--- config.mk ---
export PLATFORM = sky130hd
export DESIGN_NAME = control_multi_flat
export DESIGN_NICKNAME = d
export VERILOG_FILES = /design/src/rtl/riscy_pkg.sv /design/src/rtl/control_multi_if.sv /design/src/rtl/branch_unit.sv /design/src/rtl/control_multi.sv /design/src/flat_wrapper.sv
export SDC_FILE = /design/constraint.sdc
export NUM_CORES = 1
export LEC_CHECK = 0
export ABC_AREA = 1
export BUFFER_PORTS_ARGS = -buffer_cell sky130_fd_sc_hd__buf_2
export CAP_MARGIN = 10
export CORE_MARGIN = 2
export CORE_UTILIZATION = 41
export CTS_CLUSTER_DIAMETER = 80
export DETAILED_ROUTE_END_ITERATION = 8
export GPL_ROUTABILITY_DRIVEN = 0
export HOLD_SLACK_MARGIN = 0.12
export PLACE_DENSITY = 0.78
export SLEW_MARGIN = 25
export SYNTH_ARGS = -nofsm -noshare
export SYNTH_HDL_FRONTEND = slang
export SYNTH_SLANG_ARGS = --single-unit
--- constraint.sdc ---
create_clock -name clk -period 1.5 [get_ports clk]
set_input_delay 0.075 -clock clk [delete_from_list [all_inputs] [get_ports clk]]
set_output_delay 0.075 -clock clk [all_outputs]
set_load 0.01 [all_outputs]
--- src/rtl/riscy_pkg.sv ---
// Shared types and encodings for the riscy32 control path: sequencer states,
// RV32I opcodes, ALU operation codes and datapath mux selects.
package riscy_pkg;

    typedef enum logic [3:0] {
        S_FETCH    = 4'd0,
        S_DECODE   = 4'd1,
        S_MEMADR   = 4'd2,
        S_MEMREAD  = 4'd3,
        S_MEMWB    = 4'd4,
        S_MEMWRITE = 4'd5,
        S_EXECR    = 4'd6,
        S_EXECI    = 4'd7,
        S_ALUWB    = 4'd8,
        S_JAL      = 4'd9,
        S_BRANCH   = 4'd10,
        S_LUI      = 4'd11,
        S_TRAP     = 4'd12
    } state_e;

    localparam logic [6:0] OP_LOAD   = 7'b0000011;
    localparam logic [6:0] OP_STORE  = 7'b0100011;
    localparam logic [6:0] OP_RTYPE  = 7'b0110011;
    localparam logic [6:0] OP_ITYPE  = 7'b0010011;
    localparam logic [6:0] OP_JAL    = 7'b1101111;
    localparam logic [6:0] OP_BRANCH = 7'b1100011;
    localparam logic [6:0] OP_LUI    = 7'b0110111;

    // ALU codes are {funct7[5], funct3}; PASSB sits in an otherwise unused slot
    localparam logic [3:0] ALU_ADD   = 4'h0;
    localparam logic [3:0] ALU_SUB   = 4'h8;
    localparam logic [3:0] ALU_PASSB = 4'hF;

    localparam logic [2:0] F3_BEQ  = 3'b000;
    localparam logic [2:0] F3_BNE  = 3'b001;
    localparam logic [2:0] F3_BLT  = 3'b100;
    localparam logic [2:0] F3_BGE  = 3'b101;
    localparam logic [2:0] F3_BLTU = 3'b110;
    localparam logic [2:0] F3_BGEU = 3'b111;
    localparam logic [2:0] F3_SRX  = 3'b101;

    localparam logic [2:0] IMM_I = 3'b000;
    localparam logic [2:0] IMM_S = 3'b001;
    localparam logic [2:0] IMM_U = 3'b010;
    localparam logic [2:0] IMM_J = 3'b011;
    localparam logic [2:0] IMM_B = 3'b100;

    localparam logic [1:0] RES_ALUOUT    = 2'b00;
    localparam logic [1:0] RES_DATA      = 2'b01;
    localparam logic [1:0] RES_ALURESULT = 2'b10;

    localparam logic [1:0] SRCA_PC    = 2'b00;
    localparam logic [1:0] SRCA_OLDPC = 2'b01;
    localparam logic [1:0] SRCA_RS1   = 2'b10;

    localparam logic [1:0] SRCB_RS2  = 2'b00;
    localparam logic [1:0] SRCB_IMM  = 2'b01;
    localparam logic [1:0] SRCB_FOUR = 2'b10;

endpackage

--- src/rtl/control_multi_if.sv ---
// Bundle between the multicycle sequencer and the datapath/memory side:
// decoded instruction fields and flags in, enables and mux selects out.
interface control_multi_if #(
    parameter int ALU_W = 4
);
    logic [6:0]       op;
    logic [2:0]       funct3;
    logic             funct7;
    logic [3:0]       flags;
    logic             mem_ready;
    logic             PCWrite;
    logic             AdrSrc;
    logic             MemRead;
    logic             MemWrite;
    logic             IRWrite;
    logic             RegWrite;
    logic [1:0]       ResultSrc;
    logic [1:0]       ALUSrcA;
    logic [1:0]       ALUSrcB;
    logic [2:0]       ImmSrc;
    logic [ALU_W-1:0] ALUControl;
    logic             illegal;
    logic [3:0]       state_dbg;

    modport master (
        output op, funct3, funct7, flags, mem_ready,
        input  PCWrite, AdrSrc, MemRead, MemWrite, IRWrite, RegWrite,
               ResultSrc, ALUSrcA, ALUSrcB, ImmSrc, ALUControl, illegal, state_dbg
    );

    modport slave (
        input  op, funct3, funct7, flags, mem_ready,
        output PCWrite, AdrSrc, MemRead, MemWrite, IRWrite, RegWrite,
               ResultSrc, ALUSrcA, ALUSrcB, ImmSrc, ALUControl, illegal, state_dbg
    );
endinterface

--- src/rtl/branch_unit.sv ---
// Branch condition resolver: turns funct3 and the ALU {N,Z,C,V} flags of
// rs1 - rs2 into a taken/not-taken decision.
module branch_unit
    import riscy_pkg::*;
(
    input  logic [2:0] funct3,
    input  logic [3:0] flags,
    output logic       take
);
    logic n, z, c, v;

    assign {n, z, c, v} = flags;

    // C is the no-borrow carry of rs1 - rs2, so unsigned less-than is !C
    always_comb begin
        take = 1'b0;
        case (funct3)
            F3_BEQ:  take = z;
            F3_BNE:  take = !z;
            F3_BLT:  take = n ^ v;
            F3_BGE:  take = !(n ^ v);
            F3_BLTU: take = !c;
            F3_BGEU: take = c;
            default: take = 1'b0;
        endcase
    end
endmodule

--- src/rtl/control_multi.sv ---
// Multicycle RV32I sequencer: walks each instruction through fetch, decode,
// execute, memory and writeback over a shared memory port.
module control_multi
    import riscy_pkg::*;
#(
    parameter int ALU_W           = 4,
    parameter bit MEM_HANDSHAKE   = 1'b1,
    parameter bit TRAP_ON_ILLEGAL = 1'b1
) (
    input  logic           clk,
    input  logic           rst,
    control_multi_if.slave bus
);
    state_e state_reg, state_next;
    logic   take;
    logic   ready;

    assign ready = MEM_HANDSHAKE ? bus.mem_ready : 1'b1;

    branch_unit u_branch (
        .funct3 (bus.funct3),
        .flags  (bus.flags),
        .take   (take)
    );

    always_ff @(posedge clk) begin
        if (rst) state_reg <= S_FETCH;
        else     state_reg <= state_next;
    end

    always_comb begin
        state_next     = state_reg;
        bus.PCWrite    = 1'b0;
        bus.AdrSrc     = 1'b0;
        bus.MemRead    = 1'b0;
        bus.MemWrite   = 1'b0;
        bus.IRWrite    = 1'b0;
        bus.RegWrite   = 1'b0;
        bus.ResultSrc  = RES_ALUOUT;
        bus.ALUSrcA    = SRCA_PC;
        bus.ALUSrcB    = SRCB_RS2;
        bus.ImmSrc     = IMM_I;
        bus.ALUControl = ALU_W'(ALU_ADD);
        bus.illegal    = 1'b0;
        case (state_reg)
            S_FETCH: begin
                bus.MemRead   = 1'b1;
                bus.IRWrite   = ready;
                bus.PCWrite   = ready;
                bus.ALUSrcA   = SRCA_PC;
                bus.ALUSrcB   = SRCB_FOUR;
                bus.ResultSrc = RES_ALURESULT;
                if (ready) state_next = S_DECODE;
            end
            S_DECODE: begin
                // branch target is computed speculatively into ALUOut
                bus.ALUSrcA = SRCA_OLDPC;
                bus.ALUSrcB = SRCB_IMM;
                bus.ImmSrc  = IMM_B;
                case (bus.op)
                    OP_LOAD, OP_STORE: state_next = S_MEMADR;
                    OP_RTYPE:          state_next = S_EXECR;
                    OP_ITYPE:          state_next = S_EXECI;
                    OP_JAL:            state_next = S_JAL;
                    OP_BRANCH:         state_next = S_BRANCH;
                    OP_LUI:            state_next = S_LUI;
                    default:           state_next = TRAP_ON_ILLEGAL ? S_TRAP : S_FETCH;
                endcase
            end
            S_MEMADR: begin
                bus.ALUSrcA = SRCA_RS1;
                bus.ALUSrcB = SRCB_IMM;
                bus.ImmSrc  = (bus.op == OP_LOAD) ? IMM_I : IMM_S;
                state_next  = (bus.op == OP_LOAD) ? S_MEMREAD : S_MEMWRITE;
            end
            S_MEMREAD: begin
                bus.MemRead = 1'b1;
                bus.AdrSrc  = 1'b1;
                if (ready) state_next = S_MEMWB;
            end
            S_MEMWB: begin
                bus.ResultSrc = RES_DATA;
                bus.RegWrite  = 1'b1;
                state_next    = S_FETCH;
            end
            S_MEMWRITE: begin
                bus.MemWrite = 1'b1;
                bus.AdrSrc   = 1'b1;
                if (ready) state_next = S_FETCH;
            end
            S_EXECR: begin
                bus.ALUSrcA    = SRCA_RS1;
                bus.ALUSrcB    = SRCB_RS2;
                bus.ALUControl = ALU_W'({bus.funct7, bus.funct3});
                state_next     = S_ALUWB;
            end
            S_EXECI: begin
                // funct7[5] only distinguishes srai/srli; for addi etc. it is immediate bits
                bus.ALUSrcA    = SRCA_RS1;
                bus.ALUSrcB    = SRCB_IMM;
                bus.ImmSrc     = IMM_I;
                bus.ALUControl = (bus.funct3 == F3_SRX) ? ALU_W'({bus.funct7, bus.funct3})
                                                        : ALU_W'({1'b0, bus.funct3});
                state_next     = S_ALUWB;
            end
            S_ALUWB: begin
                bus.ResultSrc = RES_ALUOUT;
                bus.RegWrite  = 1'b1;
                state_next    = S_FETCH;
            end
            S_JAL: begin
                bus.ALUSrcA   = SRCA_OLDPC;
                bus.ALUSrcB   = SRCB_FOUR;
                bus.ImmSrc    = IMM_J;
                bus.ResultSrc = RES_ALUOUT;
                bus.PCWrite   = 1'b1;
                state_next    = S_ALUWB;
            end
            S_LUI: begin
                bus.ImmSrc     = IMM_U;
                bus.ALUSrcB    = SRCB_IMM;
                bus.ALUControl = ALU_W'(ALU_PASSB);
                state_next     = S_ALUWB;
            end
            S_BRANCH: begin
                bus.ALUSrcA    = SRCA_RS1;
                bus.ALUSrcB    = SRCB_RS2;
                bus.ALUControl = ALU_W'(ALU_SUB);
                bus.ResultSrc  = RES_ALUOUT;
                bus.PCWrite    = take;
                state_next     = S_FETCH;
            end
            S_TRAP: begin
                bus.illegal = 1'b1;
                state_next  = S_TRAP;
            end
            default: state_next = S_FETCH;
        endcase
        // an aborted instruction must not commit anything in the reset cycle
        if (rst) begin
            bus.PCWrite  = 1'b0;
            bus.IRWrite  = 1'b0;
            bus.RegWrite = 1'b0;
            bus.MemWrite = 1'b0;
        end
    end

    assign bus.state_dbg = state_reg;
endmodule

--- src/flat_wrapper.sv ---
// flat-port wrapper written by rule: the top's interface ports become plain ports
module control_multi_flat import riscy_pkg::*;
#(
    parameter int ALU_W           = 4,
    parameter bit MEM_HANDSHAKE   = 1'b1,
    parameter bit TRAP_ON_ILLEGAL = 1'b1
)
  (clk, rst, bus_op, bus_funct3, bus_funct7, bus_flags, bus_mem_ready, bus_PCWrite, bus_AdrSrc, bus_MemRead, bus_MemWrite, bus_IRWrite, bus_RegWrite, bus_ResultSrc, bus_ALUSrcA, bus_ALUSrcB, bus_ImmSrc, bus_ALUControl, bus_illegal, bus_state_dbg);
  control_multi_if #(.ALU_W(ALU_W)) bus_i ();
  input  logic clk;
  input  logic rst;
  input wire logic [$bits(bus_i.op)-1:0] bus_op;
  input wire logic [$bits(bus_i.funct3)-1:0] bus_funct3;
  input wire logic [$bits(bus_i.funct7)-1:0] bus_funct7;
  input wire logic [$bits(bus_i.flags)-1:0] bus_flags;
  input wire logic [$bits(bus_i.mem_ready)-1:0] bus_mem_ready;
  output wire logic [$bits(bus_i.PCWrite)-1:0] bus_PCWrite;
  output wire logic [$bits(bus_i.AdrSrc)-1:0] bus_AdrSrc;
  output wire logic [$bits(bus_i.MemRead)-1:0] bus_MemRead;
  output wire logic [$bits(bus_i.MemWrite)-1:0] bus_MemWrite;
  output wire logic [$bits(bus_i.IRWrite)-1:0] bus_IRWrite;
  output wire logic [$bits(bus_i.RegWrite)-1:0] bus_RegWrite;
  output wire logic [$bits(bus_i.ResultSrc)-1:0] bus_ResultSrc;
  output wire logic [$bits(bus_i.ALUSrcA)-1:0] bus_ALUSrcA;
  output wire logic [$bits(bus_i.ALUSrcB)-1:0] bus_ALUSrcB;
  output wire logic [$bits(bus_i.ImmSrc)-1:0] bus_ImmSrc;
  output wire logic [$bits(bus_i.ALUControl)-1:0] bus_ALUControl;
  output wire logic [$bits(bus_i.illegal)-1:0] bus_illegal;
  output wire logic [$bits(bus_i.state_dbg)-1:0] bus_state_dbg;
  assign bus_i.op = bus_op;
  assign bus_i.funct3 = bus_funct3;
  assign bus_i.funct7 = bus_funct7;
  assign bus_i.flags = bus_flags;
  assign bus_i.mem_ready = bus_mem_ready;
  assign bus_PCWrite = bus_i.PCWrite;
  assign bus_AdrSrc = bus_i.AdrSrc;
  assign bus_MemRead = bus_i.MemRead;
  assign bus_MemWrite = bus_i.MemWrite;
  assign bus_IRWrite = bus_i.IRWrite;
  assign bus_RegWrite = bus_i.RegWrite;
  assign bus_ResultSrc = bus_i.ResultSrc;
  assign bus_ALUSrcA = bus_i.ALUSrcA;
  assign bus_ALUSrcB = bus_i.ALUSrcB;
  assign bus_ImmSrc = bus_i.ImmSrc;
  assign bus_ALUControl = bus_i.ALUControl;
  assign bus_illegal = bus_i.illegal;
  assign bus_state_dbg = bus_i.state_dbg;
  control_multi #(.ALU_W(ALU_W), .MEM_HANDSHAKE(MEM_HANDSHAKE), .TRAP_ON_ILLEGAL(TRAP_ON_ILLEGAL)) u_core (.clk(clk), .rst(rst), .bus(bus_i));
endmodule
==> impl_results.md <==
- Starting density of the core: 0.435
- Library cell with the largest summed area after synthesis: sky130_fd_sc_hd__nand2_1
- Average routed wire per standard cell: ~10 um
- Portion of synthesized cell area occupied by the leading cell type: 0.212
- Leading cell type by number of instances after synthesis: sky130_fd_sc_hd__nand2_1
- Post-synthesis sequential area ratio: 0.122
- Kind of cell adding the most delay to the critical path: simple AND/OR/NAND/NOR gates
- WL final: 1.98 mm
- Proportion of total power due to net switching: 0.487
- FMAX: 707 MHz
- PD cells: between 900 and 1000 mW/mm2
- Total buffers and inverters traversed by the critical path: 2
- Syn Inst Count: between 100 and 150
- Depth of the CTS H-tree: 1
- Leakage power summed over all cells: 0.627 nW
- Filler-free cell count of the finished design: roughly 200
- Post-layout min period: 1420 ps
- Worst max-slew margin expressed relative to the limit: 0.816
- Placement-stage cell area: between 800 and 900 um2
- Critical Setup Path Class: reg -> out
- Width of the chip: 44.0 um
- Standard-cell rows: 14
- Final setup viols: 0
- Critical path data arrival time: about 1300 ps
- Maximum number of pins on one net before global-route repair: 9
- Fraction of registers with async set or reset after synthesis: 0
- Peak fanout along the critical path: 6
- Leading post-synthesis cells by cell area: sky130_fd_sc_hd__nand2_1, sky130_fd_sc_hd__dfxtp_1, sky130_fd_sc_hd__inv_1, sky130_fd_sc_hd__nor2_1, sky130_fd_sc_hd__nand3_1
- Num Clock Sinks: 4
- Clock tree root buffer cell: sky130_fd_sc_hd__clkbuf_4
- Via total after detailed routing: a little under 1000
- Growth of design area from synthesis to finish: 50.6%
- Post-synth design cell area: 656 um2
- Min-Delay Path Class: in -> reg
- Max reg flops: 4
- GRT Total Usage: 0.217
- Layout Cell Area excl Fill: ~990 um2
- Number of buffers inserted during clock tree synthesis: 3
- Crit-path most repeated cell: sky130_fd_sc_hd__nor2_1
- Number of nets still failing antenna checks after routing: 0
- Core area: 0.00151 mm2
- Initial antenna violation count: 0
- Setup repair after global routing missed its margin: yes
- Placed Cells incl. Taps: between 150 and 200
- First-pass GRT wire length: between 3 and 4 mm
- Number of flops mapped to enable cells by yosys: 0
- Least-Margin Pin Slew: about 270 ps
- Ratio of cells with drive above 1 in the final layout: 0.408
- Predominant post-synthesis flop cell: sky130_fd_sc_hd__dfxtp_1
- Detailed placer's ending HPWL: about 1.6 mm
- Cell at the slowest stage of the critical path: sky130_fd_sc_hd__dfxtp_4
- Clock share of power: 0.146
- DRC violation count after routing: 0
- Count of max-cap constraint violations: 0
- Design internal power: 497 uW
- Highest ir drop seen on vdd: approximately 0.50 mV
- Initial DRC Count: 17
- Critical Path Start Type: flip-flop
- Required time at the worst-slack endpoint: 1420 ps
- Count of unique library cells instantiated by Yosys: 21
- Synth Area per Inst: between 5 and 6 um2
- Part of the power in combinational logic: 0.681
- Endpoints failing hold: 0
- Final setup skew: a little under 9 ps
- Mapped Nets: between 100 and 150
- Chain of cells forming the critical path: nor2_1, nand2_2, inv_1, nor2_1, o21ai_0, buf_2
- Boundary pin count: 42
- Yosys warning total: 0
- Most frequent cells after synthesis: sky130_fd_sc_hd__nand2_1, sky130_fd_sc_hd__inv_1, sky130_fd_sc_hd__nor2_1
- Largest stage delay on the critical path: 370 ps
- Post-synthesis sequential element count: 4
- Net load switching power: between 400 and 500 uW
- Nature of the critical path endpoint: primary output
- Die Area: 0.00194 mm2
- TritonCTS clock tree: built
- Post-route fraction of the period consumed by the critical path: 0.944
- Vias in the first global route: about 840
- Run status: finished, final reports clean
- Avg Vias per Cell: approximately 5
- Number of iterations in the first detailed-routing pass: 4
- Utilization of the core after routing: 0.655
- Clock insertion delay at the later pin of the skew report: 250 ps
- Sequential share of power: 0.173
- Diode insertion count for antenna repair: 0
- DIE HEIGHT: about 44 um
- Grt ovf: 0
- Final count of pins violating max slew: 0
- Buffer depth of the longest clock path: 2
- Count of nets after finishing: 199
- Port Buffers: 41
- Clock input transition at the sequential cells of the worst setup and hold paths: about 40 ps
==> worst paths after layout <==
path / start / end / slack, ps / depth (start not counted)
worst max-delay path: u_core.bus.state_dbg[2] / bus_ALUSrcB[0] / 80 / 6
worst min-delay path: bus_mem_ready / u_core.bus.state_dbg[2] / 260 / 4
worst max register to register: u_core.bus.state_dbg[0] / u_core.bus.state_dbg[0] / 210 / 8
worst min register to register: u_core.bus.state_dbg[3] / u_core.bus.state_dbg[2] / 700 / 3
==> layout by cell type (no fill, tap or decap), drive strengths merged <==
cell,count
dlygate4sd3,1
o21ai,8
nand2,42
xnor2,1
dfxtp,4
or2,1
nand3,12
nor2,22
buf,46
nor3,5
a21oi,7
clkbuf,3
inv,25
nand4,1
o31ai,1
==> per-layer routing <==
layer,global-route usage,share of wire
met1,0.241,0.38
met2,0.391,0.50
met3,0.0333,0.085
met4,0.115,0.025
met5,0,0
==> power by group through the flow <==
stage	clock network (mW)	registers, mW	logic [mW]
final	0.141	0.168	0.660
after global routing	0.152	0.169	0.727
after floorplan	0	0.171	0.349
after detailed placement	0	0.158	0.575
after CTS	0.145	0.159	0.592
after global placement	0	0.155	0.565
==> worst reg2reg max path, stage by stage, from the launching register on <==
cell and delay, ps:
sky130_fd_sc_hd__dfxtp_1 380, sky130_fd_sc_hd__buf_4 180, sky130_fd_sc_hd__nand2_2 80, sky130_fd_sc_hd__inv_1 110, sky130_fd_sc_hd__nand3_1 140, sky130_fd_sc_hd__nand3_2 130, sky130_fd_sc_hd__nor2_2 40, sky130_fd_sc_hd__nand3_1 60
sky130_fd_sc_hd__a21oi_1 60
==> what timing repair did <==
action,4_1_cts,5_1_grt
setup buffers,0,4
pin swaps,0,2
hold endpoints to repair,2,0
gates resized for setup,3,11
endpoints found under the setup margin,2,5
hold buffers,1,0
==> area by class of cell <==
type	count	area [um2]
clock buffers	3	22.5
flip-flops and latches	4	88.8
well taps	16	20.0
inverters	25	98.8
fillers	139	519
multi-input cells	100	504
repair buffers	47	253
==> through the flow <==
stage	hold slack, ps	TNS, ps	setup WS (ps)	power [mW]
finish	257	0	84.7	0.969
global route	278	-80.1	-62.4	1.05
CTS	241	0	8.02	0.895
detailed placement	351	0	162	0.733
global placement	351	0	173	0.720
floorplan	269	0	244	0.520
==> cells by family (layout without fill, tap and decap cells) <==
family / count (synthesis) / count (layout) / share of synthesized area
AND/OR/NAND/NOR: 83 / 83 / 0.584
AO/OA/AOI/OAI: 16 / 16 / 0.132
buffers and inverters: 26 / 75 / 0.149
XOR/XNOR: 1 / 1 / 0.0134
flip-flops: 4 / 4 / 0.122
(Power assumes the default switching activity.)
